## config.mk

```make
export PLATFORM = sky130hd
export DESIGN_NAME = uart_boot_loader
export DESIGN_NICKNAME = d
export VERILOG_FILES = /design/src/rtl/uart_boot_loader_pkg.sv /design/src/rtl/uart_boot_loader_rx_strobe_sync.sv /design/src/rtl/uart_boot_loader.sv
export SDC_FILE = /design/constraint.sdc
export NUM_CORES = 1
export LEC_CHECK = 0
export ABC_CLOCK_PERIOD_IN_PS = 3840
export CAP_MARGIN = 20
export CORE_MARGIN = 2
export CORE_UTILIZATION = 25
export DETAILED_ROUTE_END_ITERATION = 8
export DONT_BUFFER_PORTS = 1
export PLACE_DENSITY = 0.49
export SLEW_MARGIN = 20
export SYNTH_ARGS = -nofsm -noshare
export SYNTH_HDL_FRONTEND = slang
export SYNTH_HIERARCHICAL = 1
export SYNTH_SLANG_ARGS = --single-unit
```

## constraint.sdc

```tcl
create_clock -name clk -period 3.84 [get_ports clk]
set_input_delay 0.768 -clock clk [delete_from_list [all_inputs] [get_ports clk]]
set_output_delay 0.768 -clock clk [all_outputs]
set_load 0.005 [all_outputs]
```

## src/rtl/uart_boot_loader_pkg.sv

```systemverilog
// Shared configuration for the UART boot loader slice.
//   TRUE / FALSE  : single-bit logic constants
//   RST_ENABLE    : level of rst_p that resets the design
//   IMEM_ADDR_W   : default instruction-memory word-address width
package uart_boot_loader_pkg;
  localparam logic TRUE       = 1'b1;
  localparam logic FALSE      = 1'b0;
  localparam logic RST_ENABLE = 1'b1;
  localparam int   IMEM_ADDR_W = 14;
endpackage

```

## src/rtl/uart_boot_loader_rx_strobe_sync.sv

```systemverilog
// Brings the receiver's byte-complete level into the clk domain and turns
// each rising edge into a single-cycle strobe.
//   clk      : system clock
//   rst_p    : synchronous active-high reset
//   async_in : level from the receiver timing domain
//   stb_out  : one-cycle pulse, 3 clk after async_in rises
module rx_strobe_sync
  import uart_boot_loader_pkg::*;
(
  input  logic clk,
  input  logic rst_p,
  input  logic async_in,
  output logic stb_out
);

  logic sync_p0;
  logic sync_p1;
  logic sync_p2;

  always_ff @(posedge clk) begin
    if (rst_p == RST_ENABLE) begin
      sync_p0 <= FALSE;
      sync_p1 <= FALSE;
      sync_p2 <= FALSE;
      stb_out <= FALSE;
    end else begin
      // two-flop synchroniser
      sync_p0 <= async_in;
      sync_p1 <= sync_p0;
      // edge history and registered strobe
      sync_p2 <= sync_p1;
      stb_out <= sync_p1 & ~sync_p2;
    end
  end

endmodule

```

## src/rtl/uart_boot_loader.sv

```systemverilog
// UART boot loader: receives a length-prefixed byte frame, packs it into
// little-endian 32-bit words, writes them to instruction memory and holds
// the CPU in reset until the load completes.
//   clk, rst_p      : clock, synchronous active-high reset
//   rx_done/rx_data : receiver byte-complete level and byte
//   load_req        : one-cycle pulse re-arming the loader from DONE/ERROR
//   imem_we/addr/wdata : one-cycle IMEM write port
//   cpu_rst         : CPU reset hold (low only in DONE)
//   load_done/load_err : outcome of the last load
//   words_loaded    : words written in current/last load
module uart_boot_loader
  import uart_boot_loader_pkg::*;
#(
  parameter int ADDR_W         = IMEM_ADDR_W,
  parameter int TIMEOUT_CYCLES = 1_000_000
) (
  input  logic              clk,
  input  logic              rst_p,
  input  logic              rx_done,
  input  logic [7:0]        rx_data,
  input  logic              load_req,
  output logic              imem_we,
  output logic [ADDR_W-1:0] imem_addr,
  output logic [31:0]       imem_wdata,
  output logic              cpu_rst,
  output logic              load_done,
  output logic              load_err,
  output logic [ADDR_W:0]   words_loaded
);

  localparam int WL_W = ADDR_W + 1;

  localparam logic [2:0] S_LEN_LO = 3'd0;
  localparam logic [2:0] S_LEN_HI = 3'd1;
  localparam logic [2:0] S_DATA   = 3'd2;
  localparam logic [2:0] S_WRITE  = 3'd3;
  localparam logic [2:0] S_DONE   = 3'd4;
  localparam logic [2:0] S_ERROR  = 3'd5;

  logic [2:0]  state;
  logic [15:0] len_n;
  logic [1:0]  byte_idx;
  logic [23:0] word_buf;
  logic [31:0] tmo_cnt;
  logic        byte_stb;
  logic        tmo_expired;
  logic [15:0] len_full;
  logic        len_over;
  logic        last_word;

  rx_strobe_sync u_rx_strobe_sync (
    .clk      (clk),
    .rst_p    (rst_p),
    .async_in (rx_done),
    .stb_out  (byte_stb)
  );

  assign imem_we     = (state == S_WRITE);
  assign cpu_rst     = (state != S_DONE);
  assign tmo_expired = (tmo_cnt == 32'(TIMEOUT_CYCLES - 1));
  assign len_full    = {rx_data, len_n[7:0]};
  assign len_over    = (32'(len_full) > (32'd1 << ADDR_W));
  assign last_word   = ((32'(words_loaded) + 32'd1) == 32'(len_n));

  always_ff @(posedge clk) begin
    if (rst_p == RST_ENABLE) begin
      state        <= S_LEN_LO;
      len_n        <= '0;
      byte_idx     <= '0;
      word_buf     <= '0;
      tmo_cnt      <= '0;
      imem_addr    <= '0;
      imem_wdata   <= '0;
      load_done    <= FALSE;
      load_err     <= FALSE;
      words_loaded <= '0;
    end else begin
      case (state)
        S_LEN_LO: begin
          tmo_cnt <= '0;
          if (byte_stb) begin
            len_n[7:0] <= rx_data;
            state      <= S_LEN_HI;
          end
        end

        S_LEN_HI: begin
          if (byte_stb) begin
            tmo_cnt <= '0;
            len_n   <= len_full;
            if (len_full == 16'd0) begin
              state     <= S_DONE;
              load_done <= TRUE;
            end else if (len_over) begin
              state    <= S_ERROR;
              load_err <= TRUE;
            end else begin
              state        <= S_DATA;
              byte_idx     <= '0;
              imem_addr    <= '0;
              words_loaded <= '0;
            end
          end else if (tmo_expired) begin
            state    <= S_ERROR;
            load_err <= TRUE;
          end else begin
            tmo_cnt <= tmo_cnt + 32'd1;
          end
        end

        S_DATA: begin
          if (byte_stb) begin
            tmo_cnt <= '0;
            if (byte_idx == 2'd3) begin
              imem_wdata <= {rx_data, word_buf};
              byte_idx   <= '0;
              state      <= S_WRITE;
            end else begin
              word_buf <= {rx_data, word_buf[23:8]};
              byte_idx <= byte_idx + 2'd1;
            end
          end else if (tmo_expired) begin
            state    <= S_ERROR;
            load_err <= TRUE;
          end else begin
            tmo_cnt <= tmo_cnt + 32'd1;
          end
        end

        S_WRITE: begin
          // imem_addr still holds this word's address during the write cycle
          words_loaded <= words_loaded + WL_W'(1);
          imem_addr    <= imem_addr + ADDR_W'(1);
          if (last_word) begin
            state     <= S_DONE;
            load_done <= TRUE;
            tmo_cnt   <= '0;
          end else if (byte_stb) begin
            // a byte landing here starts the next word rather than being lost
            word_buf <= {rx_data, word_buf[23:8]};
            byte_idx <= 2'd1;
            tmo_cnt  <= '0;
            state    <= S_DATA;
          end else if (tmo_expired) begin
            state    <= S_ERROR;
            load_err <= TRUE;
          end else begin
            tmo_cnt <= tmo_cnt + 32'd1;
            state   <= S_DATA;
          end
        end

        S_DONE: begin
          tmo_cnt <= '0;
          if (load_req) begin
            state        <= S_LEN_LO;
            load_done    <= FALSE;
            words_loaded <= '0;
            imem_addr    <= '0;
          end
        end

        S_ERROR: begin
          tmo_cnt <= '0;
          if (load_req) begin
            state    <= S_LEN_LO;
            load_err <= FALSE;
          end
        end

        default: state <= S_LEN_LO;
      endcase
    end
  end

endmodule

```

==> run summary <==
=======================================================================================
Critical path data arrival time                                                 3.71 ns
Number of flip-flops and latches in the synthesized netlist                         144
FFs w/ async S/R, synth                                                              0%
I/O Pins                                                                             77
Remaining number of nets flagged by the antenna check after routing                   0
Total of hold buffers inserted after clock tree synthesis                             0
Data required, critical path                                                    4.15 ns
Number of violations reported at the end of detailed-routing iteration 0            475
Cells along the critical path                                              ha_1 > nand3_1 > or4_1 > a21oi_1 > nand4_2 > buf_4 > a41oi_1 > mux2i_1
Top delay family on crit path                                              simple AND/OR/NAND/NOR gates
N_diodes                                                                              0
Final Skew                                                                    0.0166 ns
Number of flops mapped to enable cells by yosys                                       0
Via count of the first global-routing pass                                         5588
Yosys warns                                                                           6
Synthesized net count                                                               900
Inst Count DP                                                                      1215
Final cell count without fillers                                                   1247
TritonCTS buffer count                                                               17
Worst hold start                                                           u_rx_strobe_sync/sync_p2
Worst ir drop on vdd                                                             303 µV
Final sum of negative setup slack                                                  0 ns
Core region area                                                             0.0279 mm²
Transition at the pin with the smallest max-transition slack                    1.04 ns
Length of the first detailed-routing pass in iterations                               5
Number of different library cells in the post-synthesis netlist                      61
Worst setup SP type                                                                flop
Dominant register cell in the synthesized netlist                               dfxtp_1
Final total power                                                               3250 µW
# setup viols final                                                                   0
Post-synth top area share                                                         40.7%
Setup repair after global routing missed its margin                               false
Lkg Pwr                                                                      0.00267 µW
Crit Reg-Reg Startpoint                                                    words_loaded[1]
Worst setup path startpoint                                                words_loaded[1]
Pin count of the biggest net entering global routing                                 76
Final count of hold timing violations                                                 0
Hold path depth                                                                       1
Class of the most critical setup path                                      flop to flop
Mean instance size in the synthesized netlist                                  8.00 µm²
Number of buffers inserted by port buffering                                          0
Clk sink count                                                                      144
Post-cts repair resize count                                                          0
Worst hold path type                                                       flop to flop
Gate count of the mapped netlist                                                    884
Crit path largest cell delay                                                    0.60 ns
Height of the chip                                                               172 µm
Critical Path Fanout Max                                                             20
Slowest library cell on the worst path                                            or4_1
Worst r2r dst                                                               tmo_cnt[12]
Synth area leaders                                                         dfxtp_1 41%, nand2_1 10%, mux2i_1 4.4%
RD Place Congestion                                                               0.868
Tcrit/Tclk final                                                                  88.5%
H-tree depth                                                                          4
Count of final max-slew check failures                                                0
Via count                                                                          6088
Outcome                                                                    finished, final reports clean
Pwr dens                                                                     407 mW/mm²
Total global-route track usage                                                    13.4%
Post-CTS setup repair buffer count                                                    0
Post-layout min period                                                          3.40 ns
Number of fill cells in the layout                                                 2991
Initial antenna violation count                                                       0
Half-perimeter wire length of the detailed placement result                     13.5 mm
Maximum root-to-sink buffer count                                                     2
Crit path depth                                                                       8
End point of the most critical hold path                                   u_rx_strobe_sync/stb_out
Capturing element type of the critical path                                        flop
Area added between synthesis and finish                                           13.0%
Peak Freq                                                                       294 MHz
Wire length of the first global-routing pass                                    31.1 mm
Effective utilization at floorplan                                                25.4%
Post-layout net count                                                               872
R2R setup slack                                                                 0.44 ns
Detailed-route wire length                                                      19.8 mm
Via density per instance                                                           4.88
Number of remaining DRC errors                                                        0
Finished Cell Area                                                          0.00800 mm²
Standard cell area after detailed placement                                 0.00738 mm²
Die span in x                                                                    172 µm
Aggregate global routing overflow                                                     0
Number of maximum-capacitance constraint violations                                   0
Cell type with the largest total area after synthesis                           dfxtp_1
Clk root buf                                                                  clkbuf_16
Share of cells above drive strength 1                                             7.02%
TritonCTS clock tree                                                               done
Wire length per cell after detailed routing                                     15.9 µm
Die outline area                                                             0.0297 mm²
Max_slew headroom                                                                 30.6%
Syn Std Cell Area                                                           0.00708 mm²
Worst reg-to-reg path cell count                                                      8
Floorplan row count                                                                  61
Worst skew pair latency                                                         0.43 ns
CP bufs+invs                                                                          1
Register area share after synthesis                                               40.7%
Clk slew on worst S/H paths                                                     0.07 ns
=======================================================================================
==> Yosys cell counts, types with 14 or more instances <==
master	instances
nand2_1	193
nor3_1	24
inv_1	14
nor2_1	54
o21ai_1	14
mux2i_1	31
dfxtp_1	144
o21ai_0	15
clkbuf_1	48
a21oi_1	58
and3_1	16
xor2_1	21
xnor2_1	35
nand3_1	36
nand4_1	22
nor4_1	25
==> layout make-up <==
cell class,count,area (µm²),share of cell area (%)
clock buffer,17,425,5.32
clock inverter,15,188,2.35
inverter,14,52.6,0.657
multi-input combinational,664,3850,48.2
sequential,144,2880,36.0
tap,378,473,5.91
timing repair buffer,15,125,1.56
==> flip-flops by register name, indices dropped and copies added, names as in the netlist <==
register,cells
byte_idx,2
tmo_cnt,32
len_n,16
load_done,1
state,3
u_rx_strobe_sync/stb_out,1
u_rx_strobe_sync/sync_p1,1
words_loaded,15
u_rx_strobe_sync/sync_p0,1
load_err,1
word_buf,24
imem_wdata,32
imem_addr,14
u_rx_strobe_sync/sync_p2,1
==> how the worst max path moves through the flow <==
stage	end	slack, ns
3_5_place_dp	tmo_cnt[8]	0.54
5_1_grt	tmo_cnt[27]	0.18
2_1_floorplan	imem_addr[4]	1.08
6_report	tmo_cnt[12]	0.44
4_1_cts	tmo_cnt[27]	0.53
3_3_place_gp	tmo_cnt[7]	0.58
==> worst register-to-register path, stage by stage (launching register included) <==
cell and delay (ns):
dfxtp_1 0.56, ha_1 0.44, nand3_1 0.29, or4_1 0.60
a21oi_1 0.20, nand4_2 0.46, buf_4 0.41, a41oi_1 0.24
mux2i_1 0.10
==> cells by family (layout without fill, tap and decap cells) <==
kind of cell               after synthesis  in the layout  synth area share [%]
AOI/OAI and AO/OA                      138            138                  12.2
xor gates and xnor gates                56             56                  6.93
adders and majority gates                4              4                 0.707
buffers and inverters                   76             61                  4.95
DFF                                    144            144                  40.7
muxes                                   31             31                  4.39
and+or+nand+nor                        435            435                  30.1
==> metal layers <==
layer	up-vias	track usage [%]	wire (µm)
li1	3064	-	-
met1	2905	17.6	9440
met2	104	21.1	9020
met3	15	4.19	1020
met4	0	3.84	311
met5	-	0	0
==> report_power, final <==
part / total [µW] / internal, µW / switching (µW)
Clock: 1690 / 884 / 803
Combinational: 60.9 / 20.0 / 40.9
Sequential: 1500 / 1500 / 7.06
Total: 3250 / 2400 / 851
==> through the flow <==
| stage | util, % | hold WS [ns] | setup slack (ns) |
|---|---|---|---|
| after floorplan | - | 0.387 | 1.08 |
| after global placement | 26.5 | 0.392 | 0.578 |
| after detailed placement | 26.5 | 0.401 | 0.536 |
| after CTS | 28.7 | 0.391 | 0.533 |
| after global routing | 28.7 | 0.392 | 0.176 |
| final | 28.7 | 0.402 | 0.443 |
==> cells in the final DEF (no fill, tap or decap), types with 8 or more instances in the layout <==
cell type | Yosys | layout
nor4b_1 | 9 | 9
o21ai_1 | 14 | 14
dfxtp_1 | 144 | 144
nand2_1 | 193 | 193
buf_4 | 1 | 14
clkbuf_16 | 0 | 17
nor2b_1 | 9 | 9
xnor2_1 | 35 | 35
nand3_1 | 36 | 36
nand4_1 | 22 | 22
a21oi_1 | 58 | 58
inv_1 | 14 | 13
nor3_1 | 24 | 24
mux2i_1 | 31 | 31
and3_1 | 16 | 16
nor4_1 | 25 | 25
xor2_1 | 21 | 21
a41oi_1 | 9 | 9
and4_1 | 9 | 9
nor2_1 | 54 | 54
nand2b_1 | 8 | 8
o21ai_0 | 15 | 14
Note: power is estimated with default switching activity, not from simulation.
